### src/rtl/uart_packet_tx_pkg.sv
// uart_packet_tx_pkg
//   Shared definitions for the UART packet framer: default payload depth,
//   default start marker, checksum width, FSM state encoding and the
//   checksum helper.
package uart_packet_tx_pkg;

    localparam int         BYTE_W        = 8;
    localparam int         SUM_W         = 8;
    localparam int         DEPTH_DEFAULT = 16;
    localparam logic [7:0] START_DEFAULT = 8'h7E;

    // S_* states emit one byte each; GAP is the single idle cycle after
    // every emitted byte; FIN pulses done and clears the buffer.
    typedef enum logic [2:0] {
        IDLE    = 3'd0,
        S_START = 3'd1,
        GAP     = 3'd2,
        S_LEN   = 3'd3,
        S_DATA  = 3'd4,
        S_SUM   = 3'd5,
        FIN     = 3'd6
    } state_t;

    // Checksum byte that brings LEN + payload + SUM to zero modulo 2^SUM_W.
    function automatic logic [SUM_W-1:0] checksum_of(input logic [SUM_W-1:0] acc);
        return {SUM_W{1'b0}} - acc;
    endfunction

endpackage

### src/rtl/uart_packet_tx_if.sv
// uart_packet_tx_if
//   Byte-write handshake towards the UART transmitter.
//     uByte     : byte to transmit (UART cByte)
//     uWrite    : one-cycle write strobe (UART cWrite)
//     uCanWrite : UART can accept a byte (UART hCanWrite)
//   Handshake: uWrite is a one-cycle valid pulse; it is only launched on an
//   edge where uCanWrite (ready) was sampled high, and uByte is stable from
//   that pulse until the next one.  uCanWrite is not sampled in the cycle
//   following a pulse, which absorbs the UART's busy-flag latency.
//   master = framer side, slave = UART side.
interface uart_packet_tx_if;
    logic [uart_packet_tx_pkg::BYTE_W-1:0] uByte;
    logic                                  uWrite;
    logic                                  uCanWrite;

    modport master (output uByte, output uWrite, input uCanWrite);
    modport slave  (input uByte, input uWrite, output uCanWrite);
endinterface

### src/rtl/uart_packet_buffer.sv
// uart_packet_buffer
//   DEPTH x 8 payload register file for the packet framer.
//     clock, reset : clock and synchronous active-high reset
//     clear        : empty the buffer (pointers and count to zero)
//     push, wdata  : append wdata (caller guarantees not full)
//     pop          : advance the read pointer
//     rdata        : byte at the read pointer
//     rdPtr        : read pointer, one bit wider so it can reach DEPTH
//     count, full  : bytes buffered, count == DEPTH (both registered)
//   Pops only move the read pointer; count keeps the packet length until
//   the buffer is cleared.
module uart_packet_buffer #(
    parameter int DEPTH = 16
) (
    input  logic                     clock,
    input  logic                     reset,
    input  logic                     clear,
    input  logic                     push,
    input  logic [7:0]               wdata,
    input  logic                     pop,
    output logic [7:0]               rdata,
    output logic [$clog2(DEPTH):0]   rdPtr,
    output logic [$clog2(DEPTH):0]   count,
    output logic                     full
);
    localparam int          AW         = $clog2(DEPTH);
    localparam logic [AW:0] CNT_ONE    = (AW+1)'(1);
    localparam logic [AW:0] FULL_COUNT = (AW+1)'(DEPTH);
    localparam logic [AW-1:0] WR_ONE   = AW'(1);

    logic [7:0]    mem [DEPTH];
    logic [AW-1:0] wrPtr;
    logic [AW:0]   countInc;

    assign countInc = count + CNT_ONE;
    assign rdata    = mem[rdPtr[AW-1:0]];

    always_ff @(posedge clock) begin
        if (reset || clear) begin
            wrPtr <= '0;
            rdPtr <= '0;
            count <= '0;
            full  <= 1'b0;
        end else begin
            if (push) begin
                wrPtr <= wrPtr + WR_ONE;
                count <= countInc;
                full  <= (countInc == FULL_COUNT);
            end
            if (pop) begin
                rdPtr <= rdPtr + CNT_ONE;
            end
        end
    end

    // Storage needs no reset: only entries below count are ever read.
    always_ff @(posedge clock) begin
        if (push) begin
            mem[wrPtr] <= wdata;
        end
    end
endmodule

### src/rtl/uart_packet_tx.sv
// uart_packet_tx
//   Packet framer: buffers payload bytes and, on send, writes
//   START, LEN, payload..., SUM to the UART one byte per handshake.
//     clock, reset : clock and synchronous active-high reset
//     inByte/inPush: append a payload byte (IDLE only, dropped when full
//                    or together with an accepted send)
//     inFull/count : buffer status
//     send         : start a packet (accepted in IDLE only)
//     busy         : packet in progress
//     done         : one-cycle pulse in the final cycle of a packet
//     dbgState     : current FSM state
//     uart         : byte-write handshake to the UART (master side)
module uart_packet_tx
    import uart_packet_tx_pkg::*;
#(
    parameter int         DEPTH = DEPTH_DEFAULT,
    parameter logic [7:0] START = START_DEFAULT
) (
    input  logic                   clock,
    input  logic                   reset,
    input  logic [7:0]             inByte,
    input  logic                   inPush,
    output logic                   inFull,
    output logic [$clog2(DEPTH):0] count,
    input  logic                   send,
    output logic                   busy,
    output logic                   done,
    output state_t                 dbgState,
    uart_packet_tx_if.master       uart
);
    localparam int          AW      = $clog2(DEPTH);
    localparam logic [AW:0] PTR_ONE = (AW+1)'(1);

    state_t           state, stateNext;
    state_t           retState, retStateNext;   // emit state to enter after GAP
    logic [AW:0]      len, lenNext;
    logic [SUM_W-1:0] sum, sumNext;
    logic             uWriteNext;
    logic [7:0]       uByteNext;
    logic             bufPush, bufPop, bufClear;
    logic [7:0]       bufData;
    logic [AW:0]      rdPtr;

    assign dbgState = state;
    assign bufPush  = (state == IDLE) && inPush && !send && !inFull;

    uart_packet_buffer #(.DEPTH(DEPTH)) u_buffer (
        .clock (clock),
        .reset (reset),
        .clear (bufClear),
        .push  (bufPush),
        .wdata (inByte),
        .pop   (bufPop),
        .rdata (bufData),
        .rdPtr (rdPtr),
        .count (count),
        .full  (inFull)
    );

    always_comb begin
        stateNext    = state;
        retStateNext = retState;
        lenNext      = len;
        sumNext      = sum;
        uWriteNext   = 1'b0;
        uByteNext    = uart.uByte;
        bufPop       = 1'b0;
        bufClear     = 1'b0;
        case (state)
            IDLE: begin
                if (send) begin
                    stateNext = S_START;
                    lenNext   = count;
                    // Checksum accumulator starts at LEN.
                    sumNext   = SUM_W'(count);
                end
            end
            S_START: begin
                if (uart.uCanWrite) begin
                    uWriteNext   = 1'b1;
                    uByteNext    = START;
                    stateNext    = GAP;
                    retStateNext = S_LEN;
                end
            end
            S_LEN: begin
                if (uart.uCanWrite) begin
                    uWriteNext   = 1'b1;
                    uByteNext    = 8'(len);
                    stateNext    = GAP;
                    retStateNext = (len == '0) ? S_SUM : S_DATA;
                end
            end
            S_DATA: begin
                if (uart.uCanWrite) begin
                    uWriteNext   = 1'b1;
                    uByteNext    = bufData;
                    sumNext      = sum + bufData;
                    bufPop       = 1'b1;
                    stateNext    = GAP;
                    retStateNext = (rdPtr + PTR_ONE == len) ? S_SUM : S_DATA;
                end
            end
            S_SUM: begin
                if (uart.uCanWrite) begin
                    uWriteNext   = 1'b1;
                    uByteNext    = checksum_of(sum);
                    stateNext    = GAP;
                    retStateNext = FIN;
                end
            end
            GAP: begin
                stateNext = retState;
            end
            FIN: begin
                stateNext = IDLE;
                bufClear  = 1'b1;
            end
            default: begin
                stateNext = IDLE;
            end
        endcase
    end

    // busy and done are registered copies of the next-state decode, so they
    // line up exactly with the state they describe.
    always_ff @(posedge clock) begin
        if (reset) begin
            state       <= IDLE;
            retState    <= IDLE;
            len         <= '0;
            sum         <= '0;
            busy        <= 1'b0;
            done        <= 1'b0;
            uart.uWrite <= 1'b0;
            uart.uByte  <= '0;
        end else begin
            state       <= stateNext;
            retState    <= retStateNext;
            len         <= lenNext;
            sum         <= sumNext;
            busy        <= (stateNext != IDLE);
            done        <= (stateNext == FIN);
            uart.uWrite <= uWriteNext;
            uart.uByte  <= uByteNext;
        end
    end
endmodule

### src/flat_wrapper.sv
// flat-port wrapper written by rule: the top's interface ports become plain ports
module uart_packet_tx_flat import uart_packet_tx_pkg::*;
#(
    parameter int         DEPTH = DEPTH_DEFAULT,
    parameter logic [7:0] START = START_DEFAULT
)
  (clock, reset, inByte, inPush, inFull, count, send, busy, done, dbgState, uart_uByte, uart_uWrite, uart_uCanWrite);
  uart_packet_tx_if uart_i ();
  input  logic clock;
  input  logic reset;
  input  logic [7:0] inByte;
  input  logic inPush;
  output logic inFull;
  output logic [$clog2(DEPTH):0] count;
  input  logic send;
  output logic busy;
  output logic done;
  output state_t dbgState;
  output wire logic [$bits(uart_i.uByte)-1:0] uart_uByte;
  output wire logic [$bits(uart_i.uWrite)-1:0] uart_uWrite;
  input wire logic [$bits(uart_i.uCanWrite)-1:0] uart_uCanWrite;
  assign uart_uByte = uart_i.uByte;
  assign uart_uWrite = uart_i.uWrite;
  assign uart_i.uCanWrite = uart_uCanWrite;
  uart_packet_tx #(.DEPTH(DEPTH), .START(START)) u_core (.clock(clock), .reset(reset), .inByte(inByte), .inPush(inPush), .inFull(inFull), .count(count), .send(send), .busy(busy), .done(done), .dbgState(dbgState), .uart(uart_i));
endmodule
### config.mk
export PLATFORM = sky130hd
export DESIGN_NAME = uart_packet_tx_flat
export DESIGN_NICKNAME = d
export VERILOG_FILES = /design/src/rtl/uart_packet_tx_pkg.sv /design/src/rtl/uart_packet_tx_if.sv /design/src/rtl/uart_packet_buffer.sv /design/src/rtl/uart_packet_tx.sv /design/src/flat_wrapper.sv
export SDC_FILE = /design/constraint.sdc
export NUM_CORES = 1
export LEC_CHECK = 0
export CORE_ASPECT_RATIO = 1.4
export CORE_MARGIN = 3
export CORE_UTILIZATION = 60
export CTS_CLUSTER_SIZE = 40
export DETAILED_ROUTE_END_ITERATION = 8
export PLACE_DENSITY_LB_ADDON = 0.15
export SKIP_CTS_REPAIR_TIMING = 1
export SYNTH_ARGS = -nofsm -noshare
export SYNTH_HDL_FRONTEND = slang
export SYNTH_SLANG_ARGS = --single-unit
### constraint.sdc
create_clock -name clock -period 4.47 [get_ports clock]
set_input_delay 1.1175 -clock clock [delete_from_list [all_inputs] [get_ports clock]]
set_output_delay 1.1175 -clock clock [all_outputs]
set_load 0.01 [all_outputs]
Word level (Yosys, flattened, before mapping) --
Memory sizes are Yosys's and may differ from the RTL's. A register that Yosys moved wholly into a read port is not among the register bits. Cells that the tools add are included.
Word-level totals: flip-flop bits (word level) 45, ROM bits 0, memories kept 1, latch bits 0, bits in writable memories 128
Memory list:
- u_core.u_buffer.mem | words 16, width 8, rd ports 1, clocked after Yosys merged registers in 1, write ports 1, line uart_packet_buffer.sv:31 | logic [7:0] mem [DEPTH];
Operators by class: divide/modulo/power cells 0, add/subtract/negate cells 5, multipliers 0, shift operators 0, bitwise logic cells 1, multiplexer cells 25, order comparisons 0, eq/ne operators 14, reduce and logical (&&, ||, !) cells 16
Operators with widths (count):
- two-way mux 8 bit | 6
- one-hot mux 8 bit (4 select lines) | 1
- two-way mux 3 bit | 6
- one-hot mux 8 bit (2 select lines) | 1
- == test 3 bit, second input constant | 4
- one-hot mux 3 bit (4 select lines) | 1
- adder 5 x 1 -> 5 bit, second input constant | 2
- != test 2 bit, second input constant | 5
- one-hot mux 3 bit (3 select lines) | 1
- adder 8 bit | 1
- two-way mux 4 bit | 2
- subtractor 1 x 8 -> 8 bit, first input constant | 1
- two-way mux 1 bit | 7
- == test 3 x 2 -> 1 bit, second input constant | 2
- == test 5 bit | 1
- == test 5 bit, second input constant | 1
- logical NOT 5 bit | 1
- AND reduction 5 bit | 1
- adder 4 x 1 -> 4 bit, second input constant | 1
- nonzero test 4 bit | 1
- OR reduction 4 bit | 1
- == test 3 x 1 -> 1 bit, second input constant | 1
- logical AND 1 bit | 3
- logical NOT 3 bit | 1
- other kinds (8) | 9

Depth between registers and ports, before layout --
depth in word-level cells 6, depth in mapped cells 13

Modules after synthesis --
Synthesis repeated with hierarchy kept, for this count alone.
Second synthesis, totals: cells, all modules 527, area, all modules 7716.2 um^2
Modules (own cells, without submodules):
- uart_packet_buffer | cells each 297, area an instance 5784.3 um^2, times used 1, sequential area each 4224.1 um^2
- uart_packet_tx | cells each 230, area an instance 1931.9 um^2, times used 1, sequential area each 600.6 um^2

Least setup slack after synthesis --
OpenSTA, ideal clock, no wires.
kind register -> register, from register with a tool-made name, to register u_core.sum[6], setup time 122 ps, slack 1086 ps, stages on the path, launching flop included 13, period minus slack after synthesis 3384 ps, arrival 3262 ps, cells stage by stage dfxtp_1 buf_6 buf_6 buf_2 mux4_2 mux4_2 ha_1 nor2b_1 o21a_1 o21a_1 o21ai_0 a2111oi_0 a311o_1
RTL lines:
- end signal: assignment | line uart_packet_tx.sv:141 | sum <= sumNext;
- end: declaration | line uart_packet_tx.sv:37 | logic [SUM_W-1:0] sum, sumNext;

==> qor.txt <==
Die width = 101 um
Area share of the largest cell type after synthesis = 0.511
Number of nets in the layout = 591
TritonCTS clock tree = yes
Final Worst Setup Slack = 0.704 ns
Clock sinks = 177
Clock latency on the worst-skew pair = 0.42 ns
Vias = 4593
Clk buf depth = 2
Initial antenna violation count = 0
CP Buf/Inv Count = 1
Register area share after synthesis = 0.641
Most frequent cell after synthesis = edfxtp_1
N_diodes = 0
Cells after synthesis = 514
EDFF count, synth = 128
Largest net degree at the start of global routing = 25
Cells along the critical path = buf_4 > mux4_2 > mux4_2 > ha_1 > a211oi_1 > o21bai_1 > o22ai_1 > xor2_1 > or3_1 > a31oi_1
Post-Place Worst Slack = 0.757 ns
I/O Buffers = 32
Hold Vio Cnt, Final = 0
Clk root buf = clkbuf_16
Slew @ Worst Pin = 0.723 ns
Ports = 33
Starting Density = 0.624
Commonest cells in the netlist = edfxtp_1 (128), nor2_1 (58), dfxtp_1 (49), mux4_2 (39), nand2_1 (34)
Hpwl dp = 11100 um
Max-slew violations = 0
Critical path data arrival time = 4.12 ns
Cell taking the most area after synthesis = edfxtp_1
Status = complete, no violations
Tmin final = 3.77 ns
CTS H-tree depth = 4
Final Util = 0.720
Share of layout cells above drive strength 1 = 0.183
VDD IR max = 0.000313 V
Max incr delay on CP = 0.64 ns
Worst Skew = 0.00925 ns
Tcrit/Tclk final = 0.843
# setup viols final = 0
Row cnt = 47
Syn Std Cell Area = 7520 sq um
Via density per instance = 6.36
Sum of negative setup slack = 0 ns
Routed wire per std cell = 23.4 um
Mapped Nets = 543
Vias in the first global route = 4651
Syn Area/Cell = 14.6 sq um
Slowest stage cell, crit path = dfxtp_2
Max transition margin = 0.518
P_leak = 2.93 nW
Drt pass-1 iters = 7
RSZ-0062 raised after global routing = false
Initial DRC count = 416
Crit path max fanout = 14
Clk slew on worst S/H paths = 0.07 ns
FMAX = 266 MHz
Yosys reg bits = 177
Kind of critical path = reg2reg
Reported max-cap violation count = 0
Final Routed Wirelength = 16900 um
Setup crit end kind = flop
Family with the most delay on the worst path = multiplexers
CP required = 4.82 ns
Post-DRT Antenna Nets = 0
Hold Path Class = reg2reg
DRC violations left = 0
Pwr/cell area = 392 nW/um^2
First-pass GRT wire length = 26300 um
CP startpoint kind = flop
TritonCTS Buffers = 17
Gr usage total = 0.258
Main synth FF type = edfxtp_1
Die height = 138 um
Ranking of synthesized cells by area = edfxtp_1 (51%), dfxtp_1 (13%), mux4_2 (12%)
Final GP Congestion = 0.880
Fraction of registers with async set or reset after synthesis = 0
Area Overhead vs Synth = 15.4%
Ys Warns = 0
Synth cell types = 57
Die footprint = 13900 sq um
Gr ovfl total = 0
Core Footprint = 12100 sq um
Most used cell, CP = mux4_2
-- power breakdown --
| group | internal [mW] | switching [mW] |
|---|---|---|
| clock network | 0.751 | 0.692 |
| registers | 1.78 | 0.0217 |
| logic | 0.0707 | 0.0909 |
-- registers in the layout (all words and copies together) (netlist names), 3 cells and up, named ones only --
signal and count:
u_core.dbgState 3, u_core.len 5, u_core.retState 3, u_core.sum 8
u_core.u_buffer.count 5, u_core.u_buffer.mem 128, u_core.u_buffer.rdPtr 5, u_core.u_buffer.wrPtr 4
u_core.uart.uByte 8
-- tightest hold or removal path, stage by stage (launching register included) --
cell and delay [ns]:
dfxtp_1 0.32, nand2_1 0.06, a21oi_1 0.06
-- area by class of cell --
cell class,count,area (sq um)
well taps,147,184
flip-flops and latches,177,4830
inverters,11,41.3
multi-input cells,298,2530
fillers,795,3380
clock inverters,15,165
repair buffers,57,508
clock buffers,17,425
-- metrics by stage --
step,instance area (sq um),cells,hold slack (ns),total power [mW]
finish,8680,722,0.474,3.40
global route,8680,722,0.503,3.51
CTS,8680,722,0.476,3.42
detailed placement,8090,690,0.466,1.99
global placement,8090,690,0.448,1.99
floorplan,7520,514,0.437,1.92
-- cells in the final DEF (no fill, tap or decap), types with 14 or more instances in the layout --
cell type	n
clkbuf_16	17
nand2_1	34
mux4_2	39
nor3_1	15
dfxtp_1	48
a21oi_1	17
xor2_1	14
clkdlybuf4s50_1	32
nor2_1	58
buf_4	25
ha_1	15
edfxtp_1	128
-- metal layers --
metal  vias to the layer above  wire length [um]  GRT usage
met5                         -                 0          0
met4                         0               552      0.100
met3                        37               807     0.0499
met2                       157              9350      0.453
met1                      2346              6170      0.308
li1                       2053                 -          -
-- path summary, 6_finish.rpt --
kind                 startpoint            endpoint  slack [ns]  cells past startpoint
min reg2reg  u_core.retState[1]  u_core.retState[1]        0.47                      2
max                        flop       u_core.sum[7]        0.70                     10
max reg2reg                flop       u_core.sum[7]        0.70                     10
min          u_core.retState[1]  u_core.retState[1]        0.47                      2
-- kinds of logic after synthesis --
family / share of synthesized area
AOI/OAI and AO/OA: 0.0592
xor gates and xnor gates: 0.0303
adders and majority gates: 0.0276
buffers and inverters: 0.0233
DFF: 0.641
muxes: 0.131
and+or+nand+nor: 0.0873
Power figures use the tool's default switching activity.
